==> src/rtl/div_pkg.sv <==
// div_pkg: definitions shared by the divider and its operand dispatcher.
//   DIV_N               default operand/quotient width, must match the divider
//   S_IDLE/S_WAIT/S_OUT dispatcher FSM state encoding (2 bits)
package div_pkg;
  localparam int DIV_N = 16;

  localparam logic [1:0] S_IDLE = 2'd0;  // waiting for a queued request
  localparam logic [1:0] S_WAIT = 2'd1;  // request issued, waiting for done
  localparam logic [1:0] S_OUT  = 2'd2;  // result presented, waiting for ready
endpackage

==> src/rtl/div_dispatch_fifo.sv <==
// div_dispatch_fifo: synchronous first-word-fall-through FIFO.
// Ports:
//   clk, rst        clock, synchronous active-high reset (flushes the FIFO)
//   push_i, wdata_i write request and data; ignored while full
//   pop_i           read request; ignored while empty
//   rdata_o         head entry, shown combinationally
//   full_o, empty_o status derived from the registered pointers
module div_dispatch_fifo #(
  parameter int W     = 8,
  parameter int DEPTH = 4
) (
  input  logic         clk,
  input  logic         rst,
  input  logic         push_i,
  input  logic [W-1:0] wdata_i,
  input  logic         pop_i,
  output logic [W-1:0] rdata_o,
  output logic         full_o,
  output logic         empty_o
);
  localparam int AW = $clog2(DEPTH);

  // One extra pointer bit tells a full FIFO apart from an empty one.
  logic [AW:0]  wptr_q, rptr_q;
  logic [W-1:0] mem_q [DEPTH];
  logic         do_push, do_pop;

  assign empty_o = (wptr_q == rptr_q);
  assign full_o  = (wptr_q[AW] != rptr_q[AW]) && (wptr_q[AW-1:0] == rptr_q[AW-1:0]);
  assign do_push = push_i && !full_o;
  assign do_pop  = pop_i && !empty_o;
  assign rdata_o = mem_q[rptr_q[AW-1:0]];

  always_ff @(posedge clk) begin
    if (rst) begin
      wptr_q <= '0;
      rptr_q <= '0;
    end else begin
      if (do_push) wptr_q <= wptr_q + 1'b1;
      if (do_pop)  rptr_q <= rptr_q + 1'b1;
    end
  end

  // Storage needs no reset: the pointers alone define which entries are valid.
  always_ff @(posedge clk) begin
    if (do_push) mem_q[wptr_q[AW-1:0]] <= wdata_i;
  end
endmodule

==> src/rtl/div_dispatch.sv <==
// div_dispatch: buffers tagged division requests and issues them one at a
// time to the sign-magnitude divider, returning quotients in request order.
// Optional build macro: DIV_DISPATCH_DZ_BYPASS_EN -- zero divisors are
// answered locally (quotient 0, out_dz=1) without starting the divider.
// Ports:
//   clk, rst                               clock, synchronous active-high reset
//   in_valid/in_ready, in_dividend,
//   in_divisor, in_tag                     request stream
//   div_start, div_dividend, div_divisor   issue port to the divider (registered)
//   div_busy, div_done, div_quotient       divider status/result
//   out_valid/out_ready, out_quotient,
//   out_tag [, out_dz]                     result stream
// Handshakes: a transfer happens on a rising clk edge where valid && ready;
// a source holding valid keeps its payload stable until that edge.
module div_dispatch
  import div_pkg::*;
#(
  parameter int N     = DIV_N,
  parameter int TW    = 4,
  parameter int DEPTH = 4
) (
  input  logic          clk,
  input  logic          rst,
  input  logic          in_valid,
  output logic          in_ready,
  input  logic [N-1:0]  in_dividend,
  input  logic [N-1:0]  in_divisor,
  input  logic [TW-1:0] in_tag,
  output logic          div_start,
  output logic [N-1:0]  div_dividend,
  output logic [N-1:0]  div_divisor,
  input  logic          div_busy,
  input  logic          div_done,
  input  logic [N-1:0]  div_quotient,
  output logic          out_valid,
  input  logic          out_ready,
  output logic [N-1:0]  out_quotient,
  output logic [TW-1:0] out_tag
`ifdef DIV_DISPATCH_DZ_BYPASS_EN
  ,
  output logic          out_dz
`endif
);
  localparam int FW = 2 * N + TW;

  logic          fifo_full, fifo_empty, fifo_pop;
  logic [FW-1:0] fifo_head;
  logic [N-1:0]  head_dividend, head_divisor;
  logic [TW-1:0] head_tag;

  logic [1:0]    state_q, state_d;
  logic [TW-1:0] tag_q, tag_d;
  logic          start_q, start_d;
  logic [N-1:0]  dvd_q, dvd_d, dvs_q, dvs_d, quo_q, quo_d;
  logic [TW-1:0] otag_q, otag_d;
  logic          oval_q, oval_d;
`ifdef DIV_DISPATCH_DZ_BYPASS_EN
  logic          dz_q, dz_d;
`endif

  div_dispatch_fifo #(.W(FW), .DEPTH(DEPTH)) u_fifo (
    .clk     (clk),
    .rst     (rst),
    .push_i  (in_valid),
    .wdata_i ({in_dividend, in_divisor, in_tag}),
    .pop_i   (fifo_pop),
    .rdata_o (fifo_head),
    .full_o  (fifo_full),
    .empty_o (fifo_empty)
  );

  assign {head_dividend, head_divisor, head_tag} = fifo_head;

  assign in_ready     = !fifo_full;
  assign div_start    = start_q;
  assign div_dividend = dvd_q;
  assign div_divisor  = dvs_q;
  assign out_valid    = oval_q;
  assign out_quotient = quo_q;
  assign out_tag      = otag_q;
`ifdef DIV_DISPATCH_DZ_BYPASS_EN
  assign out_dz       = dz_q;
`endif

  always_comb begin
    state_d  = state_q;
    tag_d    = tag_q;
    start_d  = 1'b0;  // start is a single-cycle pulse
    dvd_d    = dvd_q;
    dvs_d    = dvs_q;
    quo_d    = quo_q;
    otag_d   = otag_q;
    oval_d   = oval_q;
    fifo_pop = 1'b0;
`ifdef DIV_DISPATCH_DZ_BYPASS_EN
    dz_d     = dz_q;
`endif
    case (state_q)
      S_IDLE: begin
        if (!fifo_empty && !div_busy) begin
          fifo_pop = 1'b1;
`ifdef DIV_DISPATCH_DZ_BYPASS_EN
          if (head_divisor == '0) begin
            quo_d   = '0;
            dz_d    = 1'b1;
            otag_d  = head_tag;
            oval_d  = 1'b1;
            state_d = S_OUT;
          end else begin
`endif
            dvd_d   = head_dividend;
            dvs_d   = head_divisor;
            tag_d   = head_tag;
            start_d = 1'b1;
            state_d = S_WAIT;
`ifdef DIV_DISPATCH_DZ_BYPASS_EN
          end
`endif
        end
      end
      S_WAIT: begin
        if (div_done) begin
          quo_d   = div_quotient;
          otag_d  = tag_q;
          oval_d  = 1'b1;
`ifdef DIV_DISPATCH_DZ_BYPASS_EN
          dz_d    = 1'b0;
`endif
          state_d = S_OUT;
        end
      end
      S_OUT: begin
        if (out_ready) begin
          oval_d  = 1'b0;
          state_d = S_IDLE;
        end
      end
      default: state_d = S_IDLE;
    endcase
  end

  always_ff @(posedge clk) begin
    if (rst) begin
      state_q <= S_IDLE;
      tag_q   <= '0;
      start_q <= 1'b0;
      dvd_q   <= '0;
      dvs_q   <= '0;
      quo_q   <= '0;
      otag_q  <= '0;
      oval_q  <= 1'b0;
`ifdef DIV_DISPATCH_DZ_BYPASS_EN
      dz_q    <= 1'b0;
`endif
    end else begin
      state_q <= state_d;
      tag_q   <= tag_d;
      start_q <= start_d;
      dvd_q   <= dvd_d;
      dvs_q   <= dvs_d;
      quo_q   <= quo_d;
      otag_q  <= otag_d;
      oval_q  <= oval_d;
`ifdef DIV_DISPATCH_DZ_BYPASS_EN
      dz_q    <= dz_d;
`endif
    end
  end
endmodule

==> config.mk <==
export PLATFORM = sky130hd
export DESIGN_NAME = div_dispatch
export DESIGN_NICKNAME = d
export VERILOG_FILES = /design/src/rtl/div_pkg.sv /design/src/rtl/div_dispatch_fifo.sv /design/src/rtl/div_dispatch.sv
export SDC_FILE = /design/constraint.sdc
export NUM_CORES = 1
export LEC_CHECK = 0
export ABC_CLOCK_PERIOD_IN_PS = 2800
export BUFFER_PORTS_ARGS = -buffer_cell sky130_fd_sc_hd__buf_2
export CORE_MARGIN = 5
export CORE_UTILIZATION = 45
export CTS_CLUSTER_SIZE = 14
export DETAILED_ROUTE_END_ITERATION = 6
export PLACE_DENSITY = 0.61
export SLEW_MARGIN = 30
export SYNTH_ARGS = -nofsm -noshare
export SYNTH_HDL_FRONTEND = slang
export SYNTH_SLANG_ARGS = --single-unit
==> constraint.sdc <==
create_clock -name clk -period 2.8 [get_ports clk]
set_input_delay 0.14 -clock clk [delete_from_list [all_inputs] [get_ports clk]]
set_output_delay 0.14 -clock clk [all_outputs]
set_load 0.05 [all_outputs]
==> results of run 1 <==
==> flip-flops by register name (all words and copies together), names as in the netlist <==
| name | flops |
|---|---|
| div_dividend | 16 |
| out_valid | 1 |
| u_fifo.mem_q | 144 |
| out_quotient | 16 |
| tag_q | 4 |
| u_fifo.wptr_q | 3 |
| state_q | 2 |
| out_tag | 4 |
| u_fifo.rptr_q | 3 |
| div_divisor | 16 |
| div_start | 1 |
==> critical path, delay by kind of cell (launching register included) <==
| family | cells | cell delay (ns) |
|---|---|---|
| buffers and inverters | 2 | 0.87 |
| DFF | 1 | 0.37 |
| xor gates and xnor gates | 1 | 0.22 |
| and+or+nand+nor | 1 | 0.13 |
==> layout make-up <==
cell class	count	area, sq um	share of cell area (%)
Clock buffer	32	651	6.28
Clock inverter	8	90.1	0.869
Inverter	4	15.0	0.145
Multi-Input combinational cell	257	2470	23.8
Sequential cell	210	5650	54.5
Tap cell	229	287	2.76
Timing Repair Buffer	176	1210	11.7
==> cells by family after synthesis <==
group	count (synthesis)	share of synthesized area [%]
fa+ha+maj	5	0.751
buf+inv	33	2.84
simple gates	137	9.91
flops	210	67.7
xor+xnor	6	0.856
compound gates	33	2.54
mux	76	15.4
==> layout by cell type (no fill, tap or decap), drive strengths merged, types with 3 or more instances in the layout <==
| cell | instances |
|---|---|
| clkinv | 6 |
| o311ai | 3 |
| a21oi | 22 |
| or2b | 32 |
| and2 | 4 |
| dlygate4sd3 | 53 |
| inv | 4 |
| nand2b | 45 |
| ha | 5 |
| buf | 123 |
| nand2 | 40 |
| clkbuf | 32 |
| mux4 | 36 |
| xnor2 | 3 |
| mux2i | 38 |
| nor2 | 7 |
| xor2 | 3 |
| edfxtp | 144 |
| dfxtp | 66 |
==> power by group through the flow <==
stage / clock network (mW) / logic [mW] / registers (mW)
final: 2.90 / 1.85 / 3.73
after global routing: 3.12 / 1.99 / 3.76
after CTS: 2.99 / 1.89 / 3.73
after detailed placement: 0 / 1.83 / 3.79
after global placement: 0 / 1.79 / 3.78
after floorplan: 0 / 1.04 / 4.23
==> per-layer routing <==
layer	wire (um)	share of wire (%)
met1	6890	44
met3	862	5.5
met4	145	0.93
met5	0	0
met2	7690	49
==> worst max-delay path by stage <==
| stage | to | slack (ns) | start |
|---|---|---|---|
| after floorplan | u_fifo.mem_q[0][0] | 0.53 | u_fifo.rptr_q[0] |
| after global placement | tag_q[2] | 0.61 | u_fifo.wptr_q[1] |
| after detailed placement | u_fifo.mem_q[0][35] | 0.62 | u_fifo.wptr_q[1] |
| after CTS | in_ready | 0.50 | u_fifo.rptr_q[0] |
| after global routing | in_ready | 0.40 | u_fifo.rptr_q[0] |
| final | in_ready | 0.58 | u_fifo.rptr_q[0] |
==> stage by stage <==
stage | power [mW] | cell area (sq um) | instances
floorplan | 5.27 | 8330 | 500
detailed placement | 5.62 | 9090 | 823
global placement | 5.57 | 9080 | 822
finish | 8.48 | 10400 | 916
global route | 8.86 | 10400 | 916
CTS | 8.61 | 10400 | 916
==> Yosys cell counts (5+ instances only) <==
| library cell | count |
|---|---|
| ha_1 | 5 |
| edfxtp_1 | 144 |
| nand2b_1 | 45 |
| mux4_2 | 18 |
| dfxtp_1 | 66 |
| mux2i_1 | 38 |
| a21oi_1 | 22 |
| mux4_1 | 18 |
| nor2_1 | 7 |
| clkbuf_1 | 13 |
| nand2_1 | 40 |
| or2b_2 | 31 |
==> flow_summary.yaml, run 1 <==
clock_network:
  cts.sinks: 210
  cts_root_buf: "clkbuf_16"
  worstSkewPairLatency_ns: 0.49
  holdBufCountCts: 53
  numCtsBuffers: 22
  clockBufferDepth: 3
  cts_tree: "done"
  cts_resized: 0
  cts-htree-levels: 1
  postCtsSetupRepairBufs: 0
  path_clk_slew_ns: 0.06
cells_and_area:
  utilization_pct: 57.3
  nets: 734
  drive_above_1_share_pct: 31.7
  diodes: 0
  syn_to_final_growth_pct: 24.4
  n_fill_cell: 1414
die:
  coreArea_sq_mm: 0.0181
  dieArea_sq_mm: 0.0213
  die_w_um: 146
  io-pin-count: 113
  num_rows: 49
  floorplan.initialDensity_pct: 46.1
  die_h_um: 146
placement:
  place_ws_ns: 0.621
  port_buffers: 112
  place.gp.congestion: 0.729
  dpl.hpwl_um: 9160
timing:
  min_period_ns: 2.22
  setup_viol: 0
  clock_skew_ns: 0.00971
  timing_hold_violations_final: 0
  fmax_mhz: 451
  tightest_slew_ns: 0.734
  finalCritPeriodShare_pct: 79.2
  timing.hold.ws_ns: 0.0213
  setup_slack_ns: 0.583
  grt_setup_unrepaired: "no"
  drv_slew: 0
  relSlewSlack_pct: 51.1
  setup_tns_ns: 0
detailed_routing:
  wl_um: 15600
  postRouteAntennaNets: 0
  routedWlPerCell_um: 17.0
  viasPerCell: 5.00
  remaining_drc_errors: 0
  drtIter0Drc: 192
  firstDrtPassIters: 4
  via_count: 4577
global_route:
  grt_overflow: 0
  grtUsageTotal_pct: 14.6
  use_met1_pct: 18.9
  antenna_found_initial: 0
  grt_max_degree: 111
  grt_pass1_wl_um: 25400
  grt_pass1_vias: 4773
  grtUsageMet3_pct: 3.63
  grt.busiest_layer: "met2"
  use_met2_pct: 25.3
critical_path:
  end_kind: "output pin"
  cp_cell_sequence: "buf_4 > xnor2_1 > nand3_1 > buf_2"
  slowest_delay_ns: 0.61
  cp_max_fo: 40
  worstReg2RegEnd: "u_fifo.mem_q[0][31]"
  worstSetupPathType: "reg -> out"
  worstPathRequired_ns: 2.66
  r2r_slack_ns: 0.63
  start_kind: "register"
  slowest_stage: "buf_4"
  critPathArrivalTime_ns: 2.08
  r2r_cells: 4
  worstReg2RegStart: "u_fifo.wptr_q[1]"
logic_synthesis:
  async_flop_share_pct: 0
  synth_area_sq_mm: 0.00833
  synth_edf_count: 144
  synth_top_area_share_pct: 51.9
  ys_ff_latch: 210
  yosysSeqAreaShare_pct: 67.7
  yosysUniqueCellTypes: 41
  syn-num-nets: 563
  synth.avg_cell_area_sq_um: 16.7
  synthCells: 500
  synth_flop_cell: "edfxtp_1"
  synth_area_leaders: "edfxtp_1 (52%), dfxtp_1 (16%), mux4_1 (5.7%), mux4_2 (4.9%), mux2i_1 (4.6%)"
  synth_top_area_cell: "edfxtp_1"
  yosys_warnings: 0
pwr:
  internal-power_mw: 6.16
  p_leak_nw: 3.98
  p_sw_mw: 2.32
  power.density_mw_per_mm2: 818
  clock_power_share_pct: 34.2
  p_comb_share_pct: 21.8
  vdd_ir_drop_max_v: 0.000501
  power_frac_seq_pct: 44.0
  switching_share_pct: 27.4
min_path:
  hold_start: "out_ready"
  hold_path_class: "in -> reg"
  min_path_cells: 4
  min_to: "out_valid"
run_status:
  outcome: "completed"
job:
  timing.max_cap.violations: 0
Power figures use the tool's default switching activity.
==> inputs of run 2 (changes only) <==
--- a/config.mk
+++ b/config.mk
@@ -5,13 +5,14 @@
 export SDC_FILE = /design/constraint.sdc
 export NUM_CORES = 1
 export LEC_CHECK = 0
-export ABC_CLOCK_PERIOD_IN_PS = 2800
+export ABC_AREA = 1
+export ABC_CLOCK_PERIOD_IN_PS = 1950
 export BUFFER_PORTS_ARGS = -buffer_cell sky130_fd_sc_hd__buf_2
 export CORE_MARGIN = 5
 export CORE_UTILIZATION = 45
 export CTS_CLUSTER_SIZE = 14
 export DETAILED_ROUTE_END_ITERATION = 6
-export PLACE_DENSITY = 0.61
+export PLACE_DENSITY = 0.63
 export SLEW_MARGIN = 30
 export SYNTH_ARGS = -nofsm -noshare
 export SYNTH_HDL_FRONTEND = slang
==> constraint.sdc (replaced) <==
create_clock -name clk -period 1.95 [get_ports clk]
set_input_delay 0.0975 -clock clk [delete_from_list [all_inputs] [get_ports clk]]
set_output_delay 0.0975 -clock clk [all_outputs]
set_load 0.05 [all_outputs]
==> run 2 against run 1 <==
  * Setup slack got worse by 0.37 ns
  * Global-route usage increased by 2.5 points
  * Sequential share of layout area down 3.5 points
  * Sequential power rose by 41%
  * Via count rose by 40%
  * Clock skew about the same
  * Die area rose by 5.2%
  * Non-clock buffer count up 14
  * Cell area is 6.8% higher
  * Highest routed layer unchanged
==> flow_summary.yaml, run 2 <==
run_status:
  outcome: "completed"
logic_synthesis:
  syn-num-nets: 1029
  ys_top_cells_by_count: "nand2_1 (255), inv_1 (192), edfxtp_1 (144)"
  synth_top_area_share_pct: 49.1
  synth_flop_cell: "edfxtp_1"
  async_flop_share_pct: 0
  synth_compound_area_share_pct: 1.42
  ys_ff_latch: 210
  synth_area_sq_mm: 0.00880
  synthMuxAreaShare_pct: 0
  yosysMostFrequentCell: "nand2_1"
  synth_top_family_by_area: "simple AND/OR/NAND/NOR gates"
  synth_top_area_cell: "edfxtp_1"
  synth_edf_count: 144
  synth-simple-area-share_pct: 22.7
  yosysUniqueCellTypes: 19
  yosysSeqAreaShare_pct: 64.1
  synthCells: 966
  synthAdderAreaFrac_pct: 0.711
  synth.avg_cell_area_sq_um: 9.11
  synth_xor_area_share_pct: 0.298
  yosys_warnings: 0
  synth_area_leaders: "edfxtp_1 (49%), dfxtp_1 (15%), nand2_1 (11%), inv_1 (8.2%), nand3_1 (7.6%)"
critical_path:
  r2r_cells: 7
  cp_cell_sequence: "xnor2_1 > nand3_4 > buf_2"
  start_kind: "register"
  slowest_delay_ns: 0.37
  end_kind: "output pin"
  slowest_stage: "dfxtp_1"
  worstReg2RegEnd: "u_fifo.mem_q[2][19]"
  cp_max_fo: 6
  r2r_slack_ns: 0.27
  worstSetupPathType: "reg -> out"
  worstPathRequired_ns: 1.85
  critPathArrivalTime_ns: 1.64
  worstReg2RegStart: "u_fifo.wptr_q[1]"
timing:
  tightest_slew_ns: 0.719
  min_period_ns: 1.74
  timing_hold_violations_final: 0
  clock_skew_ns: 0.00992
  relSlewSlack_pct: 52.0
  grt_setup_unrepaired: "no"
  fmax_mhz: 575
  drv_slew: 0
  finalCritPeriodShare_pct: 89.1
  setup_viol: 0
  setup_tns_ns: 0
cells_and_area:
  design_area_sq_mm: 0.0111
  syn_to_final_growth_pct: 25.7
  final_cells: 1415
  nets: 1197
  final_cell_mix: "nand2_1 (254), inv_1 (192), edfxtp_1 (144), nand3_1 (133), buf_2 (112)"
  final_common_cell: "nand2_1"
  drive_above_1_share_pct: 15.7
  largest_register_ffs: 144
  diodes: 0
placement:
  dpl.hpwl_um: 12400
  place.gp.congestion: 0.764
  port_buffers: 112
  dpl-instance-area_sq_mm: 0.00978
  placed_cells: 1319
global_route:
  antenna_found_initial: 0
  grtUsageTotal_pct: 17.2
  grt_overflow: 0
  grt_pass1_wl_um: 31100
  grt_max_degree: 65
  grt_pass1_vias: 6075
clock_network:
  cts-htree-levels: 1
  cts.sinks: 210
  cts_resized: 0
  holdBufCountCts: 55
  cts_root_buf: "clkbuf_16"
  path_clk_slew_ns: 0.07
  postCtsSetupRepairBufs: 0
  numCtsBuffers: 23
  cts_tree: "done"
  clockBufferDepth: 3
  worstSkewPairLatency_ns: 0.50
pwr:
  power.density_mw_per_mm2: 1110
  total_power_mw: 12.3
  vdd_ir_drop_max_v: 0.000769
  p_leak_nw: 5.20
detailed_routing:
  wl_um: 19300
  viasPerCell: 4.52
  routedWlPerCell_um: 13.6
  remaining_drc_errors: 0
  firstDrtPassIters: 5
  drtIter0Drc: 397
  via_count: 6396
  postRouteAntennaNets: 0
min_path:
  hold_start: "rst"
  min_to: "div_dividend[8]"
  hold_path_class: "in -> reg"
  min_path_cells: 5
die:
  io-pin-count: 113
  die_w_um: 150
  coreArea_sq_mm: 0.0193
  num_rows: 51
  die_h_um: 150
  dieArea_sq_mm: 0.0225
  floorplan.initialDensity_pct: 45.5
job:
  timing.max_cap.violations: 0
[run 2: worst max path at each step]
stage / startpoint / cells after the start / end / slack [ns]
after floorplan: u_fifo.rptr_q[1] / 6 / u_fifo.mem_q[0][0] / 0.01
after global placement: u_fifo.wptr_q[1] / 7 / u_fifo.mem_q[2][31] / 0.31
after detailed placement: u_fifo.wptr_q[1] / 7 / u_fifo.mem_q[2][19] / 0.28
after CTS: u_fifo.wptr_q[0] / 3 / in_ready / 0.19
after global routing: u_fifo.wptr_q[0] / 3 / in_ready / 0.11
final: u_fifo.wptr_q[0] / 3 / in_ready / 0.21
[run 2: logic make-up (layout without fill, tap and decap cells)]
kind of cell             count (synthesis)  after routing
adder cells (fa/ha/maj)                  5              5
AO/OA/AOI/OAI                           25             25
XOR/XNOR                                 3              3
buffers and inverters                  242            426
flip-flops                             210            210
AND/OR/NAND/NOR                        481            481
[run 2: layout make-up]
type	instances	area, sq um
multi-input cells	514	2270
fillers	1698	8270
clock inverters	10	104
inverters	195	732
flip-flops and latches	210	5650
well taps	265	332
clock buffers	31	637
repair buffers	190	1350
[run 2: critical path, delay by kind of cell, from the launching register on]
kind	cells	cell delay [ns]
and+or+nand+nor	1	0.15
xor gates and xnor gates	1	0.35
DFF	1	0.37
buffers and inverters	1	0.26
[run 2: stage by stage]
stage	utilization, %	worst slack, ns	hold slack [ns]
floorplan	-	0.0121	0.196
global placement	50.6	0.314	0.322
detailed placement	50.6	0.276	0.325
CTS	57.2	0.189	0.0596
global route	57.2	0.105	0.0891
finish	57.2	0.212	0.0749
[run 2: metal layers]
metal  GRT usage, %  part of all wire [%]
met4           3.98                   2.0
met1           24.2                    48
met3           2.79                   5.7
met2           28.1                    45
met5              0                     0
[run 2: power breakdown]
part | total [mW] | internal, mW | switching, mW
registers | 5.25 | 5.11 | 0.137
logic | 2.80 | 0.830 | 1.97
clock network | 4.23 | 2.55 | 1.67
